**src/rtl/dut_seq_compute.sv**
```systemverilog
// Sequential compute unit: splits dut_input into halves A/B and computes A*B, A+B, A^B or A-B
// behind a start/busy/done handshake. Multiply runs as a HALF_WIDTH-cycle shift-add loop.
module dut_seq_compute #(
   parameter int unsigned HALF_WIDTH   = 16,
   parameter int unsigned SELECT_WIDTH = 32
) (
   input  logic                      clk,
   input  logic                      reset,
   input  logic [2*HALF_WIDTH-1:0]   dut_input,
   input  logic [1:0]                dut_mode,
   input  logic                      dut_start,
   input  logic [SELECT_WIDTH-1:0]   dut_signal_select,
   output logic                      dut_busy,
   output logic                      dut_done,
   output logic [2*HALF_WIDTH-1:0]   dut_result,
   output logic                      dut_output
);

   localparam int unsigned W     = 2 * HALF_WIDTH;
   localparam int unsigned CNT_W = (HALF_WIDTH > 1) ? $clog2(HALF_WIDTH) : 1;
   localparam int unsigned IDX_W = $clog2(W);

   localparam logic [1:0] S_IDLE = 2'd0;
   localparam logic [1:0] S_RUN  = 2'd1;
   localparam logic [1:0] S_DONE = 2'd2;

   localparam logic [1:0] MODE_MUL = 2'd0;
   localparam logic [1:0] MODE_ADD = 2'd1;
   localparam logic [1:0] MODE_XOR = 2'd2;

   logic [1:0]            state;
   logic [1:0]            state_nx;
   logic                  accept_c;
   logic                  last_c;
   logic [W-1:0]          a_sh;
   logic [HALF_WIDTH-1:0] b_sh;
   logic [1:0]            mode_q;
   logic [W-1:0]          acc;
   logic [CNT_W-1:0]      cnt;
   logic [W-1:0]          mul_sum_c;
   logic [W-1:0]          res_c;

   // State register
   always_ff @(posedge clk) begin
      if (reset) state <= S_IDLE;
      else       state <= state_nx;
   end

   // Next-state and handshake decode
   always_comb begin
      state_nx = state;
      accept_c = 1'b0;
      last_c   = 1'b0;
      case (state)
         S_IDLE: begin
            if (dut_start) begin
               accept_c = 1'b1;
               state_nx = S_RUN;
            end
         end
         S_RUN: begin
            if (cnt == '0) begin
               last_c   = 1'b1;
               state_nx = S_DONE;
            end
         end
         S_DONE: begin
            if (dut_start) begin
               accept_c = 1'b1;
               state_nx = S_RUN;
            end else begin
               state_nx = S_IDLE;
            end
         end
         default: state_nx = S_IDLE;
      endcase
   end

   // a_sh still holds the unshifted, zero-extended A during the single RUN cycle of short modes
   always_comb begin
      mul_sum_c = acc + (b_sh[0] ? a_sh : '0);
      res_c     = '0;
      case (mode_q)
         MODE_MUL: res_c = mul_sum_c;
         MODE_ADD: res_c = a_sh + W'(b_sh);
         MODE_XOR: res_c = a_sh ^ W'(b_sh);
         default:  res_c = a_sh - W'(b_sh);
      endcase
   end

   // Datapath and registered handshake outputs
   always_ff @(posedge clk) begin
      if (reset) begin
         dut_busy   <= 1'b0;
         dut_done   <= 1'b0;
         dut_result <= '0;
         a_sh       <= '0;
         b_sh       <= '0;
         mode_q     <= '0;
         acc        <= '0;
         cnt        <= '0;
      end else begin
         dut_busy <= (state_nx == S_RUN);
         dut_done <= (state_nx == S_DONE);
         if (accept_c) begin
            a_sh   <= W'(dut_input[W-1:HALF_WIDTH]);
            b_sh   <= dut_input[HALF_WIDTH-1:0];
            mode_q <= dut_mode;
            acc    <= '0;
            cnt    <= (dut_mode == MODE_MUL) ? CNT_W'(HALF_WIDTH - 1) : '0;
         end else if (state == S_RUN) begin
            acc  <= mul_sum_c;
            a_sh <= a_sh << 1;
            b_sh <= b_sh >> 1;
            if (last_c) dut_result <= res_c;
            else        cnt        <= cnt - CNT_W'(1);
         end
      end
   end

   // Out-of-range selects read as 0 rather than wrapping onto a low bit
   assign dut_output = (dut_signal_select < SELECT_WIDTH'(W)) ?
                       dut_result[dut_signal_select[IDX_W-1:0]] : 1'b0;

endmodule

```
**config.mk**
```make
export PLATFORM = sky130hd
export DESIGN_NAME = dut_seq_compute
export DESIGN_NICKNAME = d
export VERILOG_FILES = /design/src/rtl/dut_seq_compute.sv
export SDC_FILE = /design/constraint.sdc
export NUM_CORES = 1
export LEC_CHECK = 0
export ABC_AREA = 1
export BUFFER_PORTS_ARGS = -buffer_cell sky130_fd_sc_hd__buf_2
export CELL_PAD_IN_SITES_DETAIL_PLACEMENT = 0
export CELL_PAD_IN_SITES_GLOBAL_PLACEMENT = 2
export CORE_MARGIN = 2
export CORE_UTILIZATION = 29
export CTS_BUF_LIST = sky130_fd_sc_hd__clkbuf_16
export DETAILED_ROUTE_END_ITERATION = 8
export PLACE_DENSITY = 0.84
export SLEW_MARGIN = 20
export SYNTH_ARGS = -nofsm -noshare
export SYNTH_HDL_FRONTEND = slang
export SYNTH_SLANG_ARGS = --single-unit
```
**constraint.sdc**
```tcl
create_clock -name clk -period 2.65 [get_ports clk]
set_input_delay 0.265 -clock clk [delete_from_list [all_inputs] [get_ports clk]]
set_output_delay 0.265 -clock clk [all_outputs]
set_load 0.01 [all_outputs]
```
==> run summary <==
CLOCK NETWORK
------------------------------------------------------------------------------
Clock buffers created by TritonCTS ..............................           17
H-tree lvl count ................................................            4
Clock latency on the worst-skew pair ............................      0.45 ns
Clock tree from TritonCTS .......................................          yes
Clock net sink count ............................................          122
Hold Buf Count CTS ..............................................            0
Number of buffers on the longest clock path .....................            2
Cell at the root of the clock tree .............................. sky130_fd_sc_hd__clkbuf_16
Clock transition at the registers of the reported paths .........      0.07 ns

POWER
------------------------------------------------------------------------------
IR drop worst, VDD ..............................................       464 µV
Leakage power total .............................................      8.29 nW
Power Density ...................................................   754 nW/µm²
Power after layout ..............................................      11.3 mW

FLOORPLAN
------------------------------------------------------------------------------
Row count .......................................................           72
Placeable core area .............................................    38600 µm²
Number of top-level design ports ................................          104
Full die area ...................................................    40500 µm²
Die H ...........................................................       201 µm
Initial core utilization ........................................        0.293
Die width .......................................................       201 µm

SYNTHESIS
------------------------------------------------------------------------------
Cell with the most instances after synthesis .................... sky130_fd_sc_hd__nand2_1
Distinct cell type count of the synthesized netlist .............           48
Cell types with the largest area share after synthesis .......... sky130_fd_sc_hd__dfxtp_1 22%, sky130_fd_sc_hd__nand2_1 22%, sky130_fd_sc_hd__inv_1 12%, sky130_fd_sc_hd__ha_1 7.4%, sky130_fd_sc_hd__a21oi_1 6.2%
Proportion of netlist area held by the largest area contributor .        0.216
Yosys warning total .............................................            0
Post-synthesis cell area ........................................    11300 µm²
Register area share after synthesis .............................        0.216
EDFF count, synth ...............................................            0
Share of synthesized registers carrying an async set or reset ...            0
Avg Synthesized Cell Area .......................................     5.68 µm²
Dominant synthesized flop cell .................................. sky130_fd_sc_hd__dfxtp_1
Most area-hungry cell type in the Yosys netlist ................. sky130_fd_sc_hd__dfxtp_1
Post-synth net total ............................................         2125
Instance count of the mapped netlist ............................         1987
Synth top cells by count ........................................ 648 x sky130_fd_sc_hd__nand2_1, 367 x sky130_fd_sc_hd__inv_1, 165 x sky130_fd_sc_hd__nor2_1, 140 x sky130_fd_sc_hd__a21oi_1, 122 x sky130_fd_sc_hd__dfxtp_1
Number of synthesized register bits .............................          122

SETUP PATH
------------------------------------------------------------------------------
Most frequent cell on the critical path ......................... sky130_fd_sc_hd__nand2_2
Highest cell delay on the worst timing path .....................      0.33 ns
CP top delay family ............................................. simple AND/OR/NAND/NOR gates
Sort of element at the start of the critical path ...............         flop
Top fanout value on the critical path ...........................            5
Critical path endpoint category .................................         flop
Combined buffer and inverter count along the critical path ......            3
Required time of the worst setup path ...........................      2.99 ns
Slowest cell on the critical path ............................... sky130_fd_sc_hd__dfxtp_2
Start-to-end type of the worst setup path ....................... flop to flop
Crit path cell chain ............................................ inv_4, ha_4, nor3b_4, nand3_2, nor3_4, nand4_4, nand2_4, xor2_2, ha_4, buf_6, nand2_2, nand2_2, nand2_2, nand2_2, a21oi_1, nand2_2, nand2_1, nand3_1, nand3_1, nand3_1, nand2_1, inv_1
Crit path arrival time ..........................................      3.44 ns

STA
------------------------------------------------------------------------------
RSZ-0062 raised after global routing ............................         true
Rel. slew slack .................................................        0.267
TNS Setup .......................................................     -8.32 ns
Endpoints failing setup .........................................           25
Highest clock rate ..............................................      323 MHz
Min Hold Slack ..................................................    0.0859 ns
Number of failing hold endpoints at the final stage .............            0
Final critical-path share of the clock period ...................         1.17
Post-route setup slack ..........................................    -0.445 ns
Measured slew at the worst slew-check pin .......................      1.10 ns
Final Skew ......................................................    0.0158 ns
Slew Limit Fails ................................................            0
Shortest clock period the worst path allows after layout ........      3.09 ns

FINISH
------------------------------------------------------------------------------
Area growth from synthesis to layout ............................        33.0%
Number of nets in the layout ....................................         2354
Proportion of layout cells with a drive suffix above 1 ..........        0.245
Fillcell total ..................................................         4383
Post-Route Utilization ..........................................        0.390
Final Cell Area .................................................    15000 µm²
Antenna diode instance count ....................................            0

DETAILED ROUTING
------------------------------------------------------------------------------
Count of antenna-violating nets left after detailed routing .....            0
Final routed wirelength across all metal layers .................      45.5 mm
Pre-antenna DRT Iters ...........................................            7
Number of design rule violations left after detail routing ......            0
Starting DRT DRC Count ..........................................          961
Average vias per placed instance ................................         4.69
Routed WL per cell ..............................................      16.6 µm
Number of vias after detailed routing ...........................        12884

GRT
------------------------------------------------------------------------------
All-layer global routing usage ..................................        0.223
Wire length of the first global-routing pass ....................      69.7 mm
Maximum number of pins on one net before global-route repair ....           68
Initial antenna violation count .................................            0
Vias in the first global route ..................................        12435
Remaining global-route overflow .................................            0

RUN
------------------------------------------------------------------------------
Max-cap violation count .........................................            0

PLACED DESIGN
------------------------------------------------------------------------------
Port-buffer cells ...............................................          103
Placer congestion estimate ......................................        0.905
Instance area at placement ......................................    13400 µm²
Half-perimeter wire length of the detailed placement result .....      35.7 mm

MIN PATH
------------------------------------------------------------------------------
Path class of the lowest-slack min-delay path ................... primary input to flop

RUN STATUS
------------------------------------------------------------------------------
Violations in the final reports ................................. negative setup slack
Outcome ......................................................... finished, violations left

cell families after synthesis:
family,after synthesis,synth area share
compound gates,297,0.146
buf+inv,449,0.152
simple gates,1010,0.377
fa+ha+maj,69,0.0778
flops,122,0.216
xor+xnor,40,0.0310
repair_timing:
action	4_1_cts	5_1_grt
pin swaps	30	56
gates cloned	0	0
buffers inserted	11	12
resized for setup	95	135
endpoints found under the setup margin	29	39
path summary, 6_finish.rpt:
path / startpoint / depth (start not counted) / slack, ns / endpoint
min reg2reg: acc[0]$_SDFFE_PP0P_ / 2 / 0.47 / acc[0]$_SDFFE_PP0P_
min: dut_input[21] / 3 / 0.09 / a_sh[5]$_SDFFE_PP0P_
max: b_sh[1]$_SDFFE_PP0P_ / 22 / -0.44 / dut_result[23]$_SDFFE_PP0P_
max reg2reg: b_sh[1]$_SDFFE_PP0P_ / 22 / -0.44 / dut_result[23]$_SDFFE_PP0P_
metrics by stage:
step	setup WS (ns)	cells
final	-0.445	2746
after global routing	-0.676	2746
after CTS	-0.483	2735
after detailed placement	-0.654	2693
after global placement	-0.646	2693
after floorplan	-0.152	1987
tightest hold or removal path: cells and delay by family:
kind                   cells  cell delay [ns]
buffers and inverters      1             0.10
and+or+nand+nor            1             0.06
AOI/OAI and AO/OA          1             0.05
cells in the final DEF (no fill, tap or decap), types with 12 or more instances in the layout:
cell type / n
sky130_fd_sc_hd__nand3b_1: 12
sky130_fd_sc_hd__nor3_1: 12
sky130_fd_sc_hd__xor2_1: 31
sky130_fd_sc_hd__inv_2: 34
sky130_fd_sc_hd__nand2_4: 12
sky130_fd_sc_hd__o21ai_0: 78
sky130_fd_sc_hd__nand3_1: 74
sky130_fd_sc_hd__buf_6: 14
sky130_fd_sc_hd__o211ai_1: 28
sky130_fd_sc_hd__nand2_1: 578
sky130_fd_sc_hd__ha_1: 51
sky130_fd_sc_hd__nor2_4: 14
sky130_fd_sc_hd__nand3_2: 32
sky130_fd_sc_hd__buf_2: 103
sky130_fd_sc_hd__o21ai_1: 15
sky130_fd_sc_hd__clkbuf_16: 17
sky130_fd_sc_hd__a21oi_1: 129
sky130_fd_sc_hd__dfxtp_1: 119
sky130_fd_sc_hd__nor2_1: 147
sky130_fd_sc_hd__buf_4: 151
sky130_fd_sc_hd__inv_1: 355
sky130_fd_sc_hd__nor2_2: 13
sky130_fd_sc_hd__nand2_2: 70
routing by layer:
metal,share of wire,track usage,wire [µm],up-vias
met4,0.027,0.0670,1230,0
met2,0.47,0.382,21500,337
met5,0,0,0,-
met3,0.049,0.0301,2220,57
met1,0.45,0.292,20600,5842
li1,-,-,-,6648
state kept, by name (all words and copies together) (netlist names):
signal      cells
mode_q          2
state           2
cnt             4
dut_result     32
b_sh           16
dut_done        1
a_sh           32
dut_busy        1
acc            32
area by class of cell:
type,instances,area [µm²],area share
inverters,389,1470,0.0975
flip-flops and latches,122,2450,0.163
clock buffers,17,425,0.0283
repair buffers,270,1850,0.123
well taps,518,648,0.0431
multi-input cells,1416,8010,0.533
clock inverters,14,183,0.0122
power by group:
| group | switching (mW) | internal [mW] |
|---|---|---|
| Sequential | 0.203 | 2.07 |
| Combinational | 3.86 | 2.63 |
| Clock | 1.02 | 1.56 |
| Total | 5.08 | 6.25 |
Power figures use the tool's default switching activity.
